## src/rtl/rr_arb_mux.sv

```systemverilog
// Registered N-channel arbiter/mux: fixed-select or round-robin grant
// into a single output register with valid/ready handshakes.
module rr_arb_mux #(
  parameter int WIDTH = 16,
  parameter int NCH = 4,
  localparam int SELW = (NCH > 1) ? $clog2(NCH) : 1
) (
  input  logic                 clk,
  input  logic                 rst_n,
  input  logic [NCH*WIDTH-1:0] in_data,
  input  logic [NCH-1:0]       in_valid,
  output logic [NCH-1:0]       in_ready,
  input  logic                 mode,
  input  logic [SELW-1:0]      sel,
  output logic [WIDTH-1:0]     out_data,
  output logic                 out_valid,
  input  logic                 out_ready,
  output logic [SELW-1:0]      out_ch
);

  logic             outValid;
  logic [WIDTH-1:0] outData;
  logic [SELW-1:0]  outCh;
  logic [SELW-1:0]  rrPtr;

  logic             canLoad;
  logic             load;
  logic             fixedHit;
  logic             rrHit;
  logic             grantValid;
  logic [SELW-1:0]  rrIdx;
  logic [SELW-1:0]  grantIdx;
  logic [SELW-1:0]  nextPtr;
  logic [WIDTH-1:0] payload;
  logic [NCH-1:0]   readyVec;

  // An out-of-range sel simply never matches, so it yields no grant.
  always_comb begin
    fixedHit = 1'b0;
    for (int i = 0; i < NCH; i++) begin
      if (sel == SELW'(i) && in_valid[i]) begin
        fixedHit = 1'b1;
      end
    end
  end

  // Walk offsets high to low so the nearest valid channel wins.
  always_comb begin
    int idx;
    logic [SELW-1:0] idxW;
    rrHit = 1'b0;
    rrIdx = '0;
    idx = 0;
    idxW = '0;
    for (int k = NCH - 1; k >= 0; k--) begin
      idx = int'(rrPtr) + k;
      if (idx >= NCH) begin
        idx = idx - NCH;
      end
      idxW = SELW'(idx);
      if (in_valid[idxW]) begin
        rrHit = 1'b1;
        rrIdx = idxW;
      end
    end
  end

  always_comb begin
    grantValid = 1'b0;
    grantIdx = '0;
    unique case (1'b1)
      mode: begin
        grantValid = rrHit;
        grantIdx = rrIdx;
      end
      default: begin
        grantValid = fixedHit;
        grantIdx = sel;
      end
    endcase
  end

  assign canLoad = !outValid || out_ready;
  assign load = rst_n && canLoad && grantValid;

  always_comb begin
    readyVec = '0;
    payload = '0;
    for (int i = 0; i < NCH; i++) begin
      if (grantIdx == SELW'(i)) begin
        readyVec[i] = load;
        payload = in_data[i*WIDTH +: WIDTH];
      end
    end
  end

  assign nextPtr = (grantIdx == SELW'(NCH - 1)) ?
                   '0 : grantIdx + 1'b1;

  always_ff @(posedge clk or negedge rst_n) begin
    if (!rst_n) begin
      outValid <= 1'b0;
      outData <= '0;
      outCh <= '0;
      rrPtr <= '0;
    end else if (load) begin
      outValid <= 1'b1;
      outData <= payload;
      outCh <= grantIdx;
      if (mode) begin
        rrPtr <= nextPtr;
      end
    end else if (out_ready) begin
      outValid <= 1'b0;
    end
  end

  assign in_ready = readyVec;
  assign out_valid = outValid;
  assign out_data = outData;
  assign out_ch = outCh;

endmodule

```

## config.mk

```make
export PLATFORM = sky130hd
export DESIGN_NAME = rr_arb_mux
export DESIGN_NICKNAME = d
export VERILOG_FILES = /design/src/rtl/rr_arb_mux.sv
export SDC_FILE = /design/constraint.sdc
export NUM_CORES = 1
export LEC_CHECK = 0
export CAP_MARGIN = 20
export CELL_PAD_IN_SITES_DETAIL_PLACEMENT = 0
export CELL_PAD_IN_SITES_GLOBAL_PLACEMENT = 1
export CORE_MARGIN = 4
export CORE_UTILIZATION = 26
export CTS_CLUSTER_DIAMETER = 100
export DETAILED_ROUTE_END_ITERATION = 7
export HOLD_SLACK_MARGIN = 0.05
export PLACE_DENSITY = 0.8
export SLEW_MARGIN = 0
export SYNTH_ARGS = -nofsm -noshare
export SYNTH_HDL_FRONTEND = slang
export SYNTH_SLANG_ARGS = --single-unit
```

## constraint.sdc

```tcl
create_clock -name clk -period 3 [get_ports clk]
set_clock_uncertainty 0.2 [all_clocks]
set_input_delay 0.6 -clock clk [delete_from_list [all_inputs] [get_ports clk]]
set_output_delay 0.6 -clock clk [all_outputs]
set_load 0.02 [all_outputs]
```

Yosys cells after proc, flatten, opt, wreduce, memory -nomap -nowiden
Index checks and enable logic that the tools add are counted.

Register bits: 21. Input bits: 74. Output and inout bits: 23.

$add $sub $neg: 8. Order comparisons: 8. Equal/unequal tests: 6. Mux-type cells: 37. Reduce and logical (&&, ||, !) cells: 12.

Operator list (number): $mux 16 (4); $mux 2 (10); $mux 1 (19); $lt 2x3->1 const B (4); $ge 3x3->1 const B (3); $bmux 1 s2 (4); $eq 2x2->1 const B (4); $sub 2x1->2 const B (4); $add 2x2->3 const B (2); $logic_and 1x1->1 (6); $eq 2x1->1 const B (2); $logic_not 2->1 (2); $add 2x1->3 const B (1); $ge 2x3->1 const B (1); $add 2x1->2 const B (1); $reduce_and 2->1 (1); $reduce_bool 2->1 (1); $logic_not 1->1 (1); $logic_or 1x1->1 (1).

Depth between registers and ports, before layout
Depth after elaboration: 15. Mapped depth: 13. Mapped depth without buffers: 11.

Worst setup path after synthesis
OpenSTA, ideal clock, no wires.

Path type: input-to-output. From: input in_valid[3]. To: output in_ready[2]. Data arrival time: 2390 ps. Path slack: -190 ps. Stages on the path: 10. Path buffers: 2. Cell sequence: nor4b_1 > a211oi_1 > o211ai_1 > o21a_1 > inv_1 > ha_1 > clkbuf_1 > inv_1 > clkbuf_1 > nor2_1.

Word-level cells in the longest chain between the ends: 9. Elaborated cells between the ends (all ways): 23.

Ends and longest elaborated chain: from (decl) (line 11) `input logic [NCH-1:0] in_valid,`; $bmux 1 s2 (line 61) `if (in_valid[idxW]) begin`; $mux 1 (implied by the code) (line 61); $mux 2 (3 in a row) (line 61); $mux 2 (*) (line 61); $mux 2 (*) (line 71) `unique case (1'b1)`; net grantIdx[0] (line 32) `logic [SELW-1:0] grantIdx;`; $eq 2x2->1 (*) (line 90) `if (grantIdx == SELW'(i)) begin`; $mux 1 (*) (line 90); to (decl) (line 12) `output logic [NCH-1:0] in_ready,`.

The timed path passes the listed nets; every way through them passes the cells marked *. The select of a mux whose other input is x is not followed.

Worst setup path after layout
From: input in_valid[3]. To: output in_ready[3].

Word-level cells in the longest chain between the ends: 9. Elaborated cells between the ends (all ways): 23.

Ends and longest elaborated chain (line): $bmux 1 s2 (61); $mux 1 (implied by the code) (61); $mux 2 or $mux 1 (tied branches) (4 in a row) (61); $mux 2 or $mux 1 (tied branches) (71); $eq 2x2->1 or $logic_and 1x1->1 (tied branches) (90, 84); $mux 1 (*) (90).

Mark *: on every way between the ends. The rest lies on a longest branch, timed or not. The select of a mux whose other input is x is not followed.

==> impl_metrics.py <==
metrics = {
    "sta": {
        "min_period_ns": 2.916,
        "max_slew_margin_pct": 75.31,
        "worst_pin_slew_ns": 0.3704,
        "rsz0062_at_grt": "true",
        "final-hold-violation-count": 0,
        "fmax_ghz": 0.3429,
        "finalSetupViolCount": 0,
        "final-max-slew-violation-count": 0,
        "min_period_over_period_pct": 97.21,
    },
    "yosys": {
        "synth_cell_types": 40,
        "syn_inst": 187,
        "syn-num-nets": 265,
        "ys_warn_count": 0,
        "ys_ff_latch": 21,
        "yosysSeqAreaShare_pct": 33.12,
        "netlist_area_um2": 1587,
        "synth.avg_cell_area_um2": 8.484,
    },
    "cts": {
        "cts-buffers-inserted": 3,
        "cts_root_buffer": "clkbuf_8",
        "insertion_delay_ns": 0.26,
        "cts.clk_slew.worst_paths_ns": 0.08,
        "cts_tree": "built",
        "clock_sinks": 21,
        "ctsHoldBuffers": 0,
        "clockBufferDepth": 2,
        "h-tree-depth": 1,
    },
    "grt": {
        "grt_max_degree": 33,
        "grt_antenna_before_repair": 0,
        "grt_pass1_vias": 1787,
        "grt_pass1_wl_um": 9156,
        "grt_usage_pct": 15.39,
        "gr-total-overflow": 0,
    },
    "critical_path": {
        "critPathTopFamily": "simple AND/OR/NAND/NOR gates",
        "crit_path_end_kind": "primary output",
        "rr_endpoint": "out_data[2]",
        "critPathArrivalTime_ns": 2.12,
        "critPathRequiredTime_ns": 2.20,
        "critPathLaunchType": "input port",
        "crit_top_cell": "buf_2",
        "timing.reg2reg.worst_path_depth": 14,
        "max_stage_delay_ns": 0.55,
        "r2r_start": "rrPtr[0]",
        "path_class": "in -> out",
        "worstPathMaxFanout": 6,
        "reg2reg_slack_ns": 0.09,
        "crit_buf_inv": 3,
        "cp_cell_sequence": "buf_2 > buf_4 > or4_4 > mux2_4 > and3_1 > buf_2",
        "critPathSlowestCell": "or4_4",
    },
    "power": {
        "switching_share_pct": 41.10,
        "pwr-share-comb_pct": 65.7,
        "seqPwrFrac_pct": 24.6,
        "p_per_area_nw_per_um2": 636.6,
        "power_mw": 1.925,
        "clkPwrFrac_pct": 9.7,
        "peakVddDrop_uv": 319.7,
        "switching_power_mw": 0.7912,
        "cellLeakagePower_nw": 1.261,
        "internal-power_mw": 1.134,
    },
    "routing": {
        "drt_iter0_markers": 71,
        "drt-total-wl_um": 5959,
        "drc": 0,
        "dr.pass1.iters": 4,
        "final_antenna_net_count": 0,
        "wl_per_cell_um": 15.36,
        "vias_per_cell": 4.724,
        "num_vias": 1833,
    },
    "placed_design": {
        "port_buffers": 96,
        "gp_congestion": 0.8349,
        "dp.cells": 370,
        "placed_area_um2": 2751,
        "dp_hpwl_um": 4451,
    },
    "min_path": {
        "hold_class": "reg -> reg",
        "hp-start": "out_data[4]",
        "min_delay_path_depth": 2,
        "min_to": "out_data[4]",
    },
    "cells_and_area": {
        "drive_above_1_share_pct": 32.27,
        "fin_area_um2": 3024,
        "fillers": 536,
        "multi_input_area_um2": 1096,
        "seq_area_um2": 528.0,
        "diodes": 0,
        "synthToLayoutAreaGrowth_pct": 90.62,
        "fin_cells": 388,
        "nets": 392,
    },
    "floorplan": {
        "rows": 28,
        "core_area_um2": 5921,
        "ios": 97,
        "die-area_um2": 7416,
        "start_util_pct": 26.80,
        "die_x_um": 86.12,
        "dieHeight_um": 86.12,
    },
    "job": {
        "maxCapViolations": 0,
    },
    "run_status": {
        "status": "finished clean",
    },
}
[per-layer routing]
metal / GRT usage [%] / vias up / share of wire, %
li1: - / 950 / -
met2: 25.86 / 44 / 51
met5: 0 / - / 0
met4: 2.446 / 0 / 0.87
met3: 2.690 / 4 / 4.8
met1: 20.94 / 835 / 44
[kinds of logic after synthesis]
| logic type | Yosys count | synth area share, % |
|---|---|---|
| simple gates | 74 | 23.11 |
| compound gates | 63 | 29.81 |
| buf+inv | 22 | 7.728 |
| flops | 21 | 33.12 |
| fa+ha+maj | 4 | 3.155 |
| mux | 3 | 3.075 |
[registers in the layout (all words and copies together), names as in the netlist]
register and cells:
out_valid 1, out_data 16, rrPtr 2, out_ch 2
[worst max-delay path by stage]
| stage | startpoint | end | slack (ns) | cells past startpoint |
|---|---|---|---|---|
| detailed placement | in_valid[2] | in_ready[2] | -0.79 | 10 |
| global placement | in_valid[2] | in_ready[2] | -0.75 | 10 |
| CTS | rrPtr[0] | in_ready[1] | 0.005 | 9 |
| finish | in_valid[3] | in_ready[3] | 0.08 | 6 |
| floorplan | in_valid[2] | in_ready[3] | 0.06 | 8 |
| global route | rrPtr[0] | out_data[2] | -0.1 | 14 |
[power groups by stage]
stage,Sequential (mW),Clock (mW),Combinational (mW)
after floorplan,0.584,0,0.480
after global placement,0.466,0,1.09
after detailed placement,0.469,0,1.10
after CTS,0.469,0.194,1.19
after global routing,0.492,0.205,1.37
final,0.474,0.187,1.26
[final cells by class]
class                      instances  share of cell area, %
timing repair buffer             136                  40.67
multi-input combinational        144                  36.24
sequential                        21                  17.46
tap                               75                  3.103
clock buffer                       3                  1.365
inverter                           8                 0.9930
clock inverter                     1                 0.1655
[worst register-to-register path, cell delays in order, from the launching register on]
cell      delay (ns)
dfrtp_2         0.46
inv_1           0.11
a21o_1          0.19
a221oi_2        0.32
or2_4           0.19
inv_1           0.05
ha_1            0.18
buf_4           0.14
nor2b_1         0.13
buf_4           0.17
a221oi_2        0.27
nor3_2          0.07
buf_4           0.15
a21oi_2         0.11
o21ai_2         0.06
[per-stage QoR]
stage | util [%] | worst slack [ns] | TNS [ns] | hold slack, ns
finish | 51.08 | 0.08379 | 0 | 0.2794
global placement | 46.47 | -0.7532 | -11.96 | 0.2601
detailed placement | 46.47 | -0.7866 | -12.70 | 0.2644
global route | 51.08 | -0.09714 | -0.5617 | 0.3114
CTS | 49.51 | 0.005254 | 0 | 0.2828
floorplan | - | 0.05579 | 0 | 0.1044
[cell usage after synthesis]
library cell	n	area [um^2]
a211oi_1	1	7.510
a21boi_0	1	7.510
a21o_1	2	15.01
a21oi_1	18	90.09
a221oi_1	18	157.7
a22o_1	1	8.760
and2_1	1	6.260
and3_1	2	12.51
buf_1	1	3.750
buf_12	1	20.02
buf_2	1	5.000
buf_8	2	30.03
clkbuf_1	9	33.78
dfrtp_1	21	525.5
ha_1	4	50.05
inv_1	8	30.03
mux2_2	1	11.26
mux2_4	1	15.01
mux4_2	1	22.52
nand2_1	19	71.32
nand2_2	2	12.51
nand2_8	1	20.02
nand2b_1	1	6.260
nand3_1	3	15.01
nand3b_1	1	7.510
nor2_1	21	78.83
nor2b_1	2	12.51
nor3_1	16	80.08
nor4b_1	1	8.760
nor4bb_1	1	10.01
o211ai_1	1	7.510
o21a_1	1	7.510
o21ai_0	1	5.000
o21ai_2	16	140.1
o311a_1	1	10.01
o31ai_1	1	7.510
o32ai_1	1	8.760
or2_2	1	6.260
or2b_1	1	7.510
or4_4	1	11.26
[cell usage in the layout, fill, tap and decap left out, types with 4 or more instances in the layout]
cell type,synthesis,routed
clkdlybuf4s50_1,0,86
buf_4,0,42
nor2_1,21,20
nand2_1,19,19
dfrtp_1,21,19
o21ai_2,16,16
a21oi_1,18,14
nor3_1,16,13
a221oi_1,18,9
inv_1,8,8
a221oi_2,0,8
buf_2,1,5
a21oi_2,0,4
[timing repair]
item / 4_1_cts / 5_1_grt
setup buffers: 14 / 2
resized for setup: 44 / 27
gates cloned: 0 / 0
setup endpoints to repair: 20 / 20
pin swaps: 2 / 6
endpoints found under the hold margin: 0 / 0
Note: power is estimated with default switching activity, not from simulation.
